`src/rtl/sixteen_bit_serial_subtractor.sv`:
```
// Digit-serial 16-bit subtractor: D = A - B - Bi, DIGIT_W bits per clock,
// valid/ready on both sides, optional split into two independent byte subtractions.
module sixteen_bit_serial_subtractor #(
  parameter int unsigned DIGIT_W = 4
) (
  input  logic clk,
  input  logic rst_n,
  input  logic in_valid,
  output logic in_ready,
  input  logic A [0:15],
  input  logic B [0:15],
  input  logic Bi,
  input  logic split16,
  output logic out_valid,
  input  logic out_ready,
  output logic D [0:15],
  output logic Bo,
  output logic Bo_low
);

  localparam int unsigned WORD_W  = 16;
  localparam int unsigned NDIG    = WORD_W / DIGIT_W;
  localparam int unsigned LOW_DIG = 8 / DIGIT_W;
  localparam int unsigned CNT_W   = (NDIG > 1) ? $clog2(NDIG) : 1;
  localparam int unsigned DIFF_W  = DIGIT_W + 1;
  localparam int unsigned RES_W   = WORD_W - DIGIT_W;

  if (!(DIGIT_W == 1 || DIGIT_W == 2 || DIGIT_W == 4 || DIGIT_W == 8)) begin : g_bad_digit_w
    $error("DIGIT_W must be 1, 2, 4 or 8");
  end

  typedef enum logic [1:0] {
    S_IDLE = 2'd0,
    S_CALC = 2'd1,
    S_HOLD = 2'd2
  } state_t;

  state_t               state_q;
  state_t               state_d;
  logic                 in_ready_d;
  logic                 out_valid_d;
  logic                 in_ready_q;
  logic                 out_valid_q;

  logic [WORD_W-1:0]    a_in;
  logic [WORD_W-1:0]    b_in;
  logic [WORD_W-1:0]    a_q;
  logic [WORD_W-1:0]    b_q;
  logic [RES_W-1:0]     res_q;
  logic [WORD_W-1:0]    d_q;
  logic [CNT_W-1:0]     cnt_q;
  logic                 borrow_q;
  logic                 split_q;
  logic                 low_borrow_q;
  logic                 bo_q;
  logic                 bo_low_q;

  logic                 accept_c;
  logic                 last_dig_c;
  logic                 low_dig_c;
  logic                 borrow_nxt_c;
  logic [DIFF_W-1:0]    diff_c;
  logic [WORD_W-1:0]    res_nxt_c;

  // Port arrays use element 0 as the LSB; map them onto numeric vectors.
  for (genvar i = 0; i < WORD_W; i++) begin : g_bits
    assign a_in[i] = A[i];
    assign b_in[i] = B[i];
    assign D[i]    = d_q[i];
  end

  assign in_ready  = in_ready_q;
  assign out_valid = out_valid_q;
  assign Bo        = bo_q;
  assign Bo_low    = bo_low_q;

  // One digit of the borrow chain; the extra top bit is the borrow out.
  assign diff_c       = {1'b0, a_q[DIGIT_W-1:0]} - {1'b0, b_q[DIGIT_W-1:0]} - DIFF_W'(borrow_q);
  assign borrow_nxt_c = diff_c[DIGIT_W];
  assign res_nxt_c    = {diff_c[DIGIT_W-1:0], res_q};
  assign accept_c     = (state_q == S_IDLE) && in_valid;
  assign last_dig_c   = (cnt_q == CNT_W'(NDIG - 1));
  assign low_dig_c    = (cnt_q == CNT_W'(LOW_DIG - 1));

  always_ff @(posedge clk or negedge rst_n) begin
    if (!rst_n) begin
      state_q <= S_IDLE;
    end else begin
      state_q <= state_d;
    end
  end

  always_comb begin
    state_d = S_IDLE;
    case (state_q)
      S_IDLE:  state_d = accept_c ? S_CALC : S_IDLE;
      S_CALC:  state_d = last_dig_c ? S_HOLD : S_CALC;
      S_HOLD:  state_d = out_ready ? S_IDLE : S_HOLD;
      default: state_d = S_IDLE;
    endcase
  end

  always_comb begin
    in_ready_d  = 1'b0;
    out_valid_d = 1'b0;
    case (state_d)
      S_IDLE:  in_ready_d  = 1'b1;
      S_HOLD:  out_valid_d = 1'b1;
      default: ;
    endcase
  end

  always_ff @(posedge clk or negedge rst_n) begin
    if (!rst_n) begin
      in_ready_q  <= 1'b1;
      out_valid_q <= 1'b0;
    end else begin
      in_ready_q  <= in_ready_d;
      out_valid_q <= out_valid_d;
    end
  end

  // Operand shift registers, borrow chain and result capture.
  always_ff @(posedge clk or negedge rst_n) begin
    if (!rst_n) begin
      a_q          <= '0;
      b_q          <= '0;
      res_q        <= '0;
      d_q          <= '0;
      cnt_q        <= '0;
      borrow_q     <= 1'b0;
      split_q      <= 1'b0;
      low_borrow_q <= 1'b0;
      bo_q         <= 1'b0;
      bo_low_q     <= 1'b0;
    end else begin
      case (state_q)
        S_IDLE: begin
          if (accept_c) begin
            a_q      <= a_in;
            b_q      <= b_in;
            borrow_q <= Bi;
            split_q  <= split16;
            cnt_q    <= '0;
          end
        end
        S_CALC: begin
          a_q      <= a_q >> DIGIT_W;
          b_q      <= b_q >> DIGIT_W;
          res_q    <= res_nxt_c[WORD_W-1:DIGIT_W];
          cnt_q    <= cnt_q + CNT_W'(1);
          borrow_q <= (low_dig_c && split_q) ? 1'b0 : borrow_nxt_c;
          if (low_dig_c) begin
            low_borrow_q <= borrow_nxt_c;
          end
          if (last_dig_c) begin
            d_q      <= res_nxt_c;
            bo_q     <= borrow_nxt_c;
            bo_low_q <= low_borrow_q;
            cnt_q    <= '0;
          end
        end
        default: ;
      endcase
    end
  end

endmodule

```
`config.mk`:
```
export PLATFORM = sky130hd
export DESIGN_NAME = sixteen_bit_serial_subtractor
export DESIGN_NICKNAME = d
export VERILOG_FILES = /design/src/rtl/sixteen_bit_serial_subtractor.sv
export SDC_FILE = /design/constraint.sdc
export NUM_CORES = 1
export LEC_CHECK = 0
export BUFFER_PORTS_ARGS = -buffer_cell sky130_fd_sc_hd__buf_4
export CAP_MARGIN = 20
export CORE_UTILIZATION = 50
export DETAILED_ROUTE_END_ITERATION = 7
export GPL_TIMING_DRIVEN = 0
export MAX_ROUTING_LAYER = met4
export PLACE_DENSITY = 0.75
export SYNTH_ARGS = -nofsm -noshare
export SYNTH_HDL_FRONTEND = slang
export SYNTH_SLANG_ARGS = --single-unit
```
`constraint.sdc`:
```
create_clock -name clk -period 2.05 [get_ports clk]
set_clock_uncertainty 0.2 [all_clocks]
set_input_delay 0.41 -clock clk [delete_from_list [all_inputs] [get_ports clk]]
set_output_delay 0.41 -clock clk [all_outputs]
set_load 0.02 [all_outputs]
```
==> flow_summary.yaml, run 1 <==
grt:
  track_usage_pct: 20.5
  grt.overflow.total: 0
  grt_pass1_wl_mm: 10.7
  antenna_found_initial: 0
  grt_pass1_vias: 2252
  grt_max_degree: 72
sta:
  report.final.slew_viol_count: 0
  fin_crit_sh_pct: 103
  setup_slack_ns: -0.0646
  finalHoldViolCount: 22
  finalSetupViolCount: 5
  worst_pin_slew_ns: 0.875
  slew_headroom_pct: 41.7
  whs_ns: -0.0158
  fmax_ghz: 0.473
  setup_tns_ns: -0.179
  period_minus_slack_ns: 2.11
  rsz0062_at_grt: "true"
detailed_routing:
  dr.pass1.iters: 4
  vias: 2297
  drt_first_iter_violations: 148
  route.detailed.drc: 0
  wirelength_mm: 6.29
  ant_nets: 0
  via_per_inst: 5.10
  wire_per_inst_um: 14.0
logic_synthesis:
  yosys.area.top_type: "dfrtp_1"
  synth_top_area_share_pct: 53.6
  synth_edf_count: 0
  syn_area_mm2: 0.00327
  synthFlopType: "dfrtp_1"
  syn_area_per_cell_um2: 11.0
  synth.ff_latch_count: 71
  synth_nets: 345
  yosysSeqAreaShare_pct: 54.4
  ys_async_sr_fraction_pct: 100
  synth.area.top_cells: "dfrtp_1 54%, nand2_1 8.0%, mux2i_1 7.4%"
  synthCells: 297
  yosysWarnings: 0
  netlist_top_cells_count: "70 x dfrtp_1, 70 x nand2_1, 24 x mux2i_1, 23 x o21ai_0, 21 x o21ai_1"
  synthDistinctLibCells: 30
clocking:
  clkTransAtPathRegs_ns: 0.08
  clockRootBuffer: "clkbuf_8"
  cts_tree: "yes"
  cts_hold_buf: 0
  cts_made_buffers: 9
  clock_latency_ns: 0.34
  htree_levels: 3
  cts_buffer_depth: 2
  clock_sinks: 71
power_and_ir_drop:
  ir_drop_mv: 0.847
  p_leak_nw: 2.06
  powerDensity_mw_per_mm2: 1780
floorplan:
  pin_count: 58
  row_count: 29
  start_util_pct: 51.7
  die_w_um: 82.8
  die-area_mm2: 0.00686
  fp.coreArea_mm2: 0.00631
  die_h_um: 82.8
finish:
  antenna_cells: 0
  n_fill_cell: 529
  synthToLayoutAreaGrowth_pct: 25.0
  layoutNonFillerInstCount: 450
  final_layout_size_suffix_gt1_share_pct: 32.2
  nets: 417
min_path:
  hold_class: "in2async"
setup_path:
  startpoint_type: "flip-flop"
  crit_type: "reg2reg"
  cp.arrival_ns: 2.13
  required_ns: 2.07
  path_max_fanout: 3
  crit_path_end_kind: "flip-flop"
place:
  placedCellCount: 430
  routabilityCongestion: 0.730
  hpwl_mm: 4.35
  io_buffer_count: 56
run_status:
  status: "finished with violations"
  violations: "negative hold slack, negative setup slack"
job:
  max_cap_violations: 0
-- critical path, stage by stage, from the launching register on --
cell and delay, ns:
dfrtp_1 0.37, inv_2 0.05, fa_2 0.41, fa_2 0.37, nand2b_4 0.15, a21oi_4 0.14, xnor2_2 0.17, a31oi_1 0.13
-- area by class of cell --
class / count / area (um^2) / share of cell area, %
buffer: 17 / 139 / 3.40
clock buffer: 11 / 151 / 3.71
clock inverter: 4 / 45.0 / 1.10
inverter: 9 / 33.8 / 0.827
multi-input combinational: 200 / 1380 / 33.9
sequential: 71 / 1780 / 43.5
tap: 77 / 96.3 / 2.36
timing repair buffer: 61 / 458 / 11.2
-- report_power, final --
group | switching [mW] | leakage [nW] | total [mW] | internal [mW]
clock network | 0.504 | 0.105 | 1.12 | 0.616
logic | 1.91 | 1.06 | 3.73 | 1.82
registers | 0.391 | 0.893 | 2.44 | 2.05
-- metrics by stage --
stage	utilization, %	power [mW]	setup WS [ns]	area (um^2)
floorplan	-	4.86	0.00788	3270
global placement	60.0	5.69	-0.131	3790
detailed placement	60.0	5.82	-0.180	3790
CTS	63.9	7.20	-0.0600	4030
global route	64.7	7.82	-0.145	4090
finish	64.7	7.28	-0.0646	4090
-- final timing paths --
path	from	to	slack, ns	cells past startpoint
max in group asynchronous	rst_n	b_q[12]	1.09	1
hold / removal	rst_n	d_q[3]	-0.02	1
setup / recovery	borrow_q	low_borrow_q	-0.06	7
setup reg to reg	borrow_q	low_borrow_q	-0.06	7
hold reg to reg	res_q[1]	res_q[1]	0.28	2
min in group clk	split16	split_q	0.08	2
-- flip-flops by register name, indices dropped and copies added, names as in the netlist --
register,flops
cnt_q,2
d_q,16
borrow_q,1
state_q,2
out_valid,1
split_q,1
b_q,16
a_q,16
in_ready,1
low_borrow_q,1
Bo,1
Bo_low,1
res_q,12
-- cell usage in the layout, fill, tap and decap left out, types with 2 or more instances in the layout --
cell type and instances:
o21ai_1 23, buf_2 8, xnor2_2 2, buf_12 3, nor2b_1 9, nand2b_1 2
ha_4 2, a21oi_1 11, buf_6 2, nand2_1 70, xnor2_1 2, clkbuf_1 3
clkinv_2 3, clkbuf_8 11, ha_1 6, mux2_4 10, buf_4 61, inv_2 3
fa_2 2, mux2_2 4, dfrtp_1 70, o21ai_0 20, mux2i_1 24, inv_1 6
-- per-layer routing --
metal | global-route usage, % | vias to the layer above | routed length (um)
met5 | - | - | 0
met1 | 27.0 | 1105 | 2930
li1 | - | 1130 | -
met2 | 30.3 | 54 | 2950
met3 | 6.46 | 8 | 331
met4 | 6.58 | 0 | 78
-- cell families after synthesis --
group / share of synthesized area, %
fa+ha+maj: 4.29
flops: 54.4
xor+xnor: 1.07
compound gates: 9.58
buf+inv: 5.29
mux: 13.7
simple gates: 11.7
-- repair_timing --
action	in CTS	in global routing
pin swaps	8	7
resized for setup	9	6
setup endpoints to repair	5	7
buffers inserted	2	3
No activity file was read; power rests on OpenSTA's default activity.
==> run 2: changes to the inputs <==
==> config.mk (replaced) <==
export PLATFORM = sky130hd
export DESIGN_NAME = sixteen_bit_serial_subtractor
export DESIGN_NICKNAME = d
export VERILOG_FILES = /design/src/rtl/sixteen_bit_serial_subtractor.sv
export SDC_FILE = /design/constraint.sdc
export NUM_CORES = 1
export LEC_CHECK = 0
export CAP_MARGIN = 20
export CORE_UTILIZATION = 56
export DETAILED_ROUTE_END_ITERATION = 7
export DONT_BUFFER_PORTS = 1
export GPL_TIMING_DRIVEN = 0
export MAX_ROUTING_LAYER = met4
export PLACE_DENSITY = 0.74
export SYNTH_ARGS = -nofsm -noshare
export SYNTH_HDL_FRONTEND = slang
export SYNTH_SLANG_ARGS = --single-unit
==> run 2 against run 1 <==
The flow still finishes with violations (negative hold slack, negative setup slack). Via count down 9.9%. Sequential share of layout area up 5.7 points. First-iteration DRC count down 57%. Global-route usage up 1.8 points. Cell area down 12%. Worst setup slack better by 0.016 ns. Combinational power down 22%. Count of clock-buffer cells in the layout down 1. Cell count down 14%. Die area down 10%. Routed wire length down 6.6%. Largest cell class unchanged. Largest power group unchanged. Highest routed layer unchanged.
==> flow_summary.yaml, run 2 (synthesis results as in run 1) <==
power_and_ir_drop:
  p_leak_nw: 1.77
  powerDensity_mw_per_mm2: 1850
  ir_drop_mv: 0.703
clocking:
  cts_hold_buf: 1
  cts_tree: "yes"
  clkTransAtPathRegs_ns: 0.08
  clock_latency_ns: 0.35
  clockRootBuffer: "clkbuf_8"
  cts_made_buffers: 9
  clock_sinks: 71
  cts_buffer_depth: 2
  htree_levels: 3
job:
  max_cap_violations: 0
detailed_routing:
  dr.pass1.iters: 4
  wirelength_mm: 5.87
  drt_first_iter_violations: 63
  wire_per_inst_um: 15.1
  route.detailed.drc: 0
  via_per_inst: 5.34
  vias: 2070
  ant_nets: 0
place:
  dpl-instance-area_mm2: 0.00336
  hpwl_mm: 4.09
  routabilityCongestion: 0.762
  io_buffer_count: 0
  placedCellCount: 369
finish:
  final_cell_mix: "70 x dfrtp_1, 70 x nand2_1, 24 x mux2i_1"
  synthToLayoutAreaGrowth_pct: 10.5
  antenna_cells: 0
  final_layout_size_suffix_gt1_share_pct: 17.7
  layoutNonFillerInstCount: 388
  final_area_mm2: 0.00361
  reg_top3: "a_q x16, b_q x16, d_q x16"
  nets: 359
sta:
  period_minus_slack_ns: 2.10
  report.final.slew_viol_count: 0
  rsz0062_at_grt: "true"
  finalSetupViolCount: 2
  finalHoldViolCount: 71
  setup_slack_ns: -0.0485
  whs_ns: -0.451
  slew_headroom_pct: 66.6
  worst_pin_slew_ns: 0.501
  fmax_ghz: 0.477
  fin_crit_sh_pct: 102
  setup_tns_ns: -0.0551
floorplan:
  die-area_mm2: 0.00614
  die_w_um: 78.4
  fp.coreArea_mm2: 0.00557
  row_count: 27
  die_h_um: 78.4
  start_util_pct: 58.6
  pin_count: 58
grt:
  grt.overflow.total: 0
  grt_pass1_vias: 2120
  track_usage_pct: 22.2
  antenna_found_initial: 0
  grt_max_degree: 72
  grt_pass1_wl_mm: 9.95
run_status:
  status: "finished with violations"
  violations: "negative hold slack, negative setup slack"
setup_path:
  crit_path_end_kind: "flip-flop"
  cp_common_cell: "fa_2"
  path_max_fanout: 3
  required_ns: 2.07
  path_buf_inv: 1
  crit_type: "reg2reg"
  cp.arrival_ns: 2.12
  cp_cell_sequence: "inv_2 -> fa_2 -> fa_2 -> nand2b_4 -> a21oi_4 -> xnor2_2 -> a31oi_1"
  max_stage_delay_ns: 0.41
  startpoint_type: "flip-flop"
  path_delay_family: "adder cells"
  cp_slowest_cell: "fa_2"
min_path:
  hold_class: "in2async"
-- run 2: routing by layer --
layer	share of wire, %	up-vias	track usage (%)
met4	2.0	0	12.0
li1	-	1020	-
met5	0	-	-
met2	47	49	33.4
met3	5.3	12	6.74
met1	46	989	26.9
-- run 2: repair_timing --
item,in CTS,in global routing
buffers inserted,1,1
hold endpoints to repair,72,71
gates resized for setup,5,1
pin swaps,7,6
setup endpoints to repair,5,6
-- run 2: worst register-to-register path, stage by stage, from the launching register on --
cell	delay, ns
dfrtp_1	0.36
inv_2	0.05
fa_2	0.41
fa_2	0.38
nand2b_4	0.16
a21oi_4	0.13
xnor2_2	0.16
a31oi_1	0.13
-- run 2: layout make-up --
type | instances | area (um^2)
well taps | 72 | 90.1
clock inverters | 6 | 60.1
clock buffers | 10 | 138
plain buffers | 17 | 139
inverters | 9 | 33.8
fillers | 435 | 1960
repair buffers | 3 | 25.0
multi-input cells | 200 | 1350
flip-flops and latches | 71 | 1780
-- run 2: metrics by stage --
stage          util, %  setup WS (ns)  hold slack [ns]  power (mW)
2_1_floorplan        -        0.00788          -0.0856        4.86
3_3_place_gp      60.3         -0.143          -0.0833        5.33
3_5_place_dp      60.3         -0.165          -0.0838        5.45
4_1_cts           64.6        -0.0791           -0.463        6.73
5_1_grt           64.8         -0.101           -0.466        7.19
6_report          64.8        -0.0485           -0.451        6.68
-- run 2: final timing paths --
| kind | end | slack, ns | start | cells after the start |
|---|---|---|---|---|
| min in group clk | b_q[8] | 0.04 | B[7] | 2 |
| hold reg to reg | res_q[2] | 0.28 | res_q[2] | 2 |
| setup reg to reg | low_borrow_q | -0.05 | borrow_q | 7 |
| max in group asynchronous | in_ready | 1.91 | rst_n | 0 |
| setup / recovery | low_borrow_q | -0.05 | borrow_q | 7 |
| hold / removal | res_q[5] | -0.45 | rst_n | 0 |
-- run 2: power breakdown --
part / internal (mW) / switching [mW] / total, mW / leakage [nW]
clock: 0.588 / 0.518 / 1.11 / 0.0981
combinational: 1.44 / 1.46 / 2.90 / 0.775
sequential: 2.05 / 0.621 / 2.67 / 0.893
total: 4.07 / 2.60 / 6.68 / 1.77
==> run 3: changes to the inputs <==
--- a/config.mk
+++ b/config.mk
@@ -6,12 +6,13 @@
 export NUM_CORES = 1
 export LEC_CHECK = 0
 export CAP_MARGIN = 20
-export CORE_UTILIZATION = 56
+export CORE_UTILIZATION = 63
+export CTS_BUF_LIST = sky130_fd_sc_hd__clkbuf_16
 export DETAILED_ROUTE_END_ITERATION = 7
 export DONT_BUFFER_PORTS = 1
 export GPL_TIMING_DRIVEN = 0
 export MAX_ROUTING_LAYER = met4
-export PLACE_DENSITY = 0.74
+export PLACE_DENSITY = 0.79
 export SYNTH_ARGS = -nofsm -noshare
 export SYNTH_HDL_FRONTEND = slang
 export SYNTH_SLANG_ARGS = --single-unit
==> constraint.sdc (replaced) <==
create_clock -name clk -period 2.1 [get_ports clk]
set_clock_uncertainty 0.2 [all_clocks]
set_input_delay 0.42 -clock clk [delete_from_list [all_inputs] [get_ports clk]]
set_output_delay 0.42 -clock clk [all_outputs]
set_load 0.02 [all_outputs]
==> run 3 against run 2 <==
The flow still finishes with violations (negative hold slack, negative setup slack). Fmax shrank 0.18%. Sequential power is essentially flat. Combinational power grew 4%. Core utilization grew 14 points. Routed wire length grew 14%. Register-to-register slack gained 0.05 ns. Sequential share of layout area shrank 2.7 points. Largest cell class unchanged.
==> flow_summary.yaml, run 3 (synthesis results as in run 1) <==
detailed_routing:
  wire_per_inst_um: 17.4
  vias: 2163
  wirelength_mm: 6.67
  via_per_inst: 5.65
  ant_nets: 0
  route.detailed.drc: 0
  dr.pass1.iters: 4
  drt_first_iter_violations: 129
clocking:
  clock_sinks: 71
  clock_latency_ns: 0.33
  cts_buffer_depth: 2
  cts_made_buffers: 9
  cts_tree: "yes"
  clkTransAtPathRegs_ns: 0.06
  clockRootBuffer: "clkbuf_16"
  htree_levels: 3
sta:
  finalHoldViolCount: 71
  report.final.slew_viol_count: 0
  rsz0062_at_grt: "true"
  setup_slack_ns: -0.00230
  finalSetupViolCount: 1
  worst_pin_slew_ns: 0.436
  fin_crit_sh_pct: 100
  whs_ns: -0.419
  fmax_ghz: 0.476
  slew_headroom_pct: 71.0
  period_minus_slack_ns: 2.10
place:
  routabilityCongestion: 0.787
  hpwl_mm: 4.12
  io_buffer_count: 0
  dp_slack_ns: -0.0945
  dpl-instance-area_mm2: 0.00336
floorplan:
  fp.coreArea_mm2: 0.00485
  die_w_um: 74.0
  die-area_mm2: 0.00548
  pin_count: 58
  start_util_pct: 67.4
  row_count: 25
  die_h_um: 74.0
run_status:
  violations: "negative hold slack, negative setup slack"
  status: "finished with violations"
grt:
  grt_pass1_wl_mm: 10.6
  grt.overflow.total: 0
  grt_pass1_vias: 2221
  grt_max_degree: 72
  antenna_found_initial: 0
  track_usage_pct: 28.3
job:
  max_cap_violations: 0
setup_path:
  cp.arrival_ns: 2.11
  cp_slowest_cell: "fa_2"
  startpoint_type: "flip-flop"
  cp-startpoint: "b_q[0]"
  max_stage_delay_ns: 0.40
  path_delay_family: "adder cells"
  cp_common_cell: "fa_2"
  reg2reg_from: "b_q[0]"
  cp.depth: 7
  path_buf_inv: 1
  path_max_fanout: 3
  cp_cell_sequence: "inv_2 -> fa_2 -> fa_2 -> nand2b_4 -> a21oi_4 -> xnor2_2 -> a31oi_1"
  worstRegToRegCells: 7
  crit_path_end_kind: "flip-flop"
  crit_type: "reg2reg"
  required_ns: 2.11
finish:
  final_cell_mix: "70 x dfrtp_1, 70 x nand2_1, 24 x mux2i_1, 24 x o21ai_1, 20 x o21ai_0"
  regArea_mm2: 0.00178
  multiInputGateArea_mm2: 0.00136
  synthToLayoutAreaGrowth_pct: 17.0
  nets: 359
  n_fill_cell: 307
  final_layout_size_suffix_gt1_share_pct: 18.4
  reg_top3: "a_q x16, b_q x16, d_q x16"
  final_area_mm2: 0.00382
  antenna_cells: 0
min_path:
  hold_class: "in2async"
power_and_ir_drop:
  power_frac_clock_pct: 26.9
  powerDensity_mw_per_mm2: 2030
  p_comb_share_pct: 39.0
  power.internal_mw: 4.98
  p_leak_nw: 1.88
  p_seq_share_pct: 34.0
  switching_share_pct: 35.6
  p_switching_mw: 2.76
  ir_drop_mv: 1.01
[run 3: layout make-up]
type	instances	area share, %
multi-input combinational	200	35.5
tap	67	2.19
timing repair buffer	3	0.589
sequential	71	46.5
clock inverter	7	4.81
buffer	17	3.63
clock buffer	9	5.89
inverter	9	0.884
[run 3: path summary, 6_finish.rpt]
kind	to	slack (ns)
worst max-delay path	low_borrow_q	-0.002
worst min-delay path	d_q[7]	-0.42
worst max register to register	low_borrow_q	-0.002
worst min register to register	res_q[2]	0.27
max in group asynchronous	in_ready	1.92
min in group clk	split_q	0.03
[run 3: metrics by stage]
step	cells	TNS, ns	total power [mW]	util (%)
2_1_floorplan	297	0	4.74	-
3_3_place_gp	364	-0.125	5.20	69.2
3_5_place_dp	364	-0.244	5.32	69.2
4_1_cts	382	0	7.64	78.5
5_1_grt	383	-0.251	8.22	78.8
6_report	383	-0.00230	7.74	78.8
[run 3: routing by layer]
layer	up-vias	routed length (um)	GRT usage, %
met5	-	0	-
met4	0	155	13.0
met3	19	369	9.21
met2	59	3410	45.1
met1	1072	2740	32.4
li1	1013	-	-
[run 3: power groups by stage]
stage                     clock [mW]  combinational, mW  sequential, mW
after floorplan                    0               2.22            2.52
after global placement             0               2.59            2.61
after detailed placement           0               2.68            2.64
after CTS                       2.10               2.91            2.63
after global routing            2.16               3.35            2.71
final                           2.08               3.02            2.64
[run 3: timing repair]
action	in CTS	in global routing
gates resized for setup	4	6
setup buffers	2	1
cloned	0	0
pin swaps	5	7
setup endpoints to repair	3	5
hold endpoints to repair	71	71
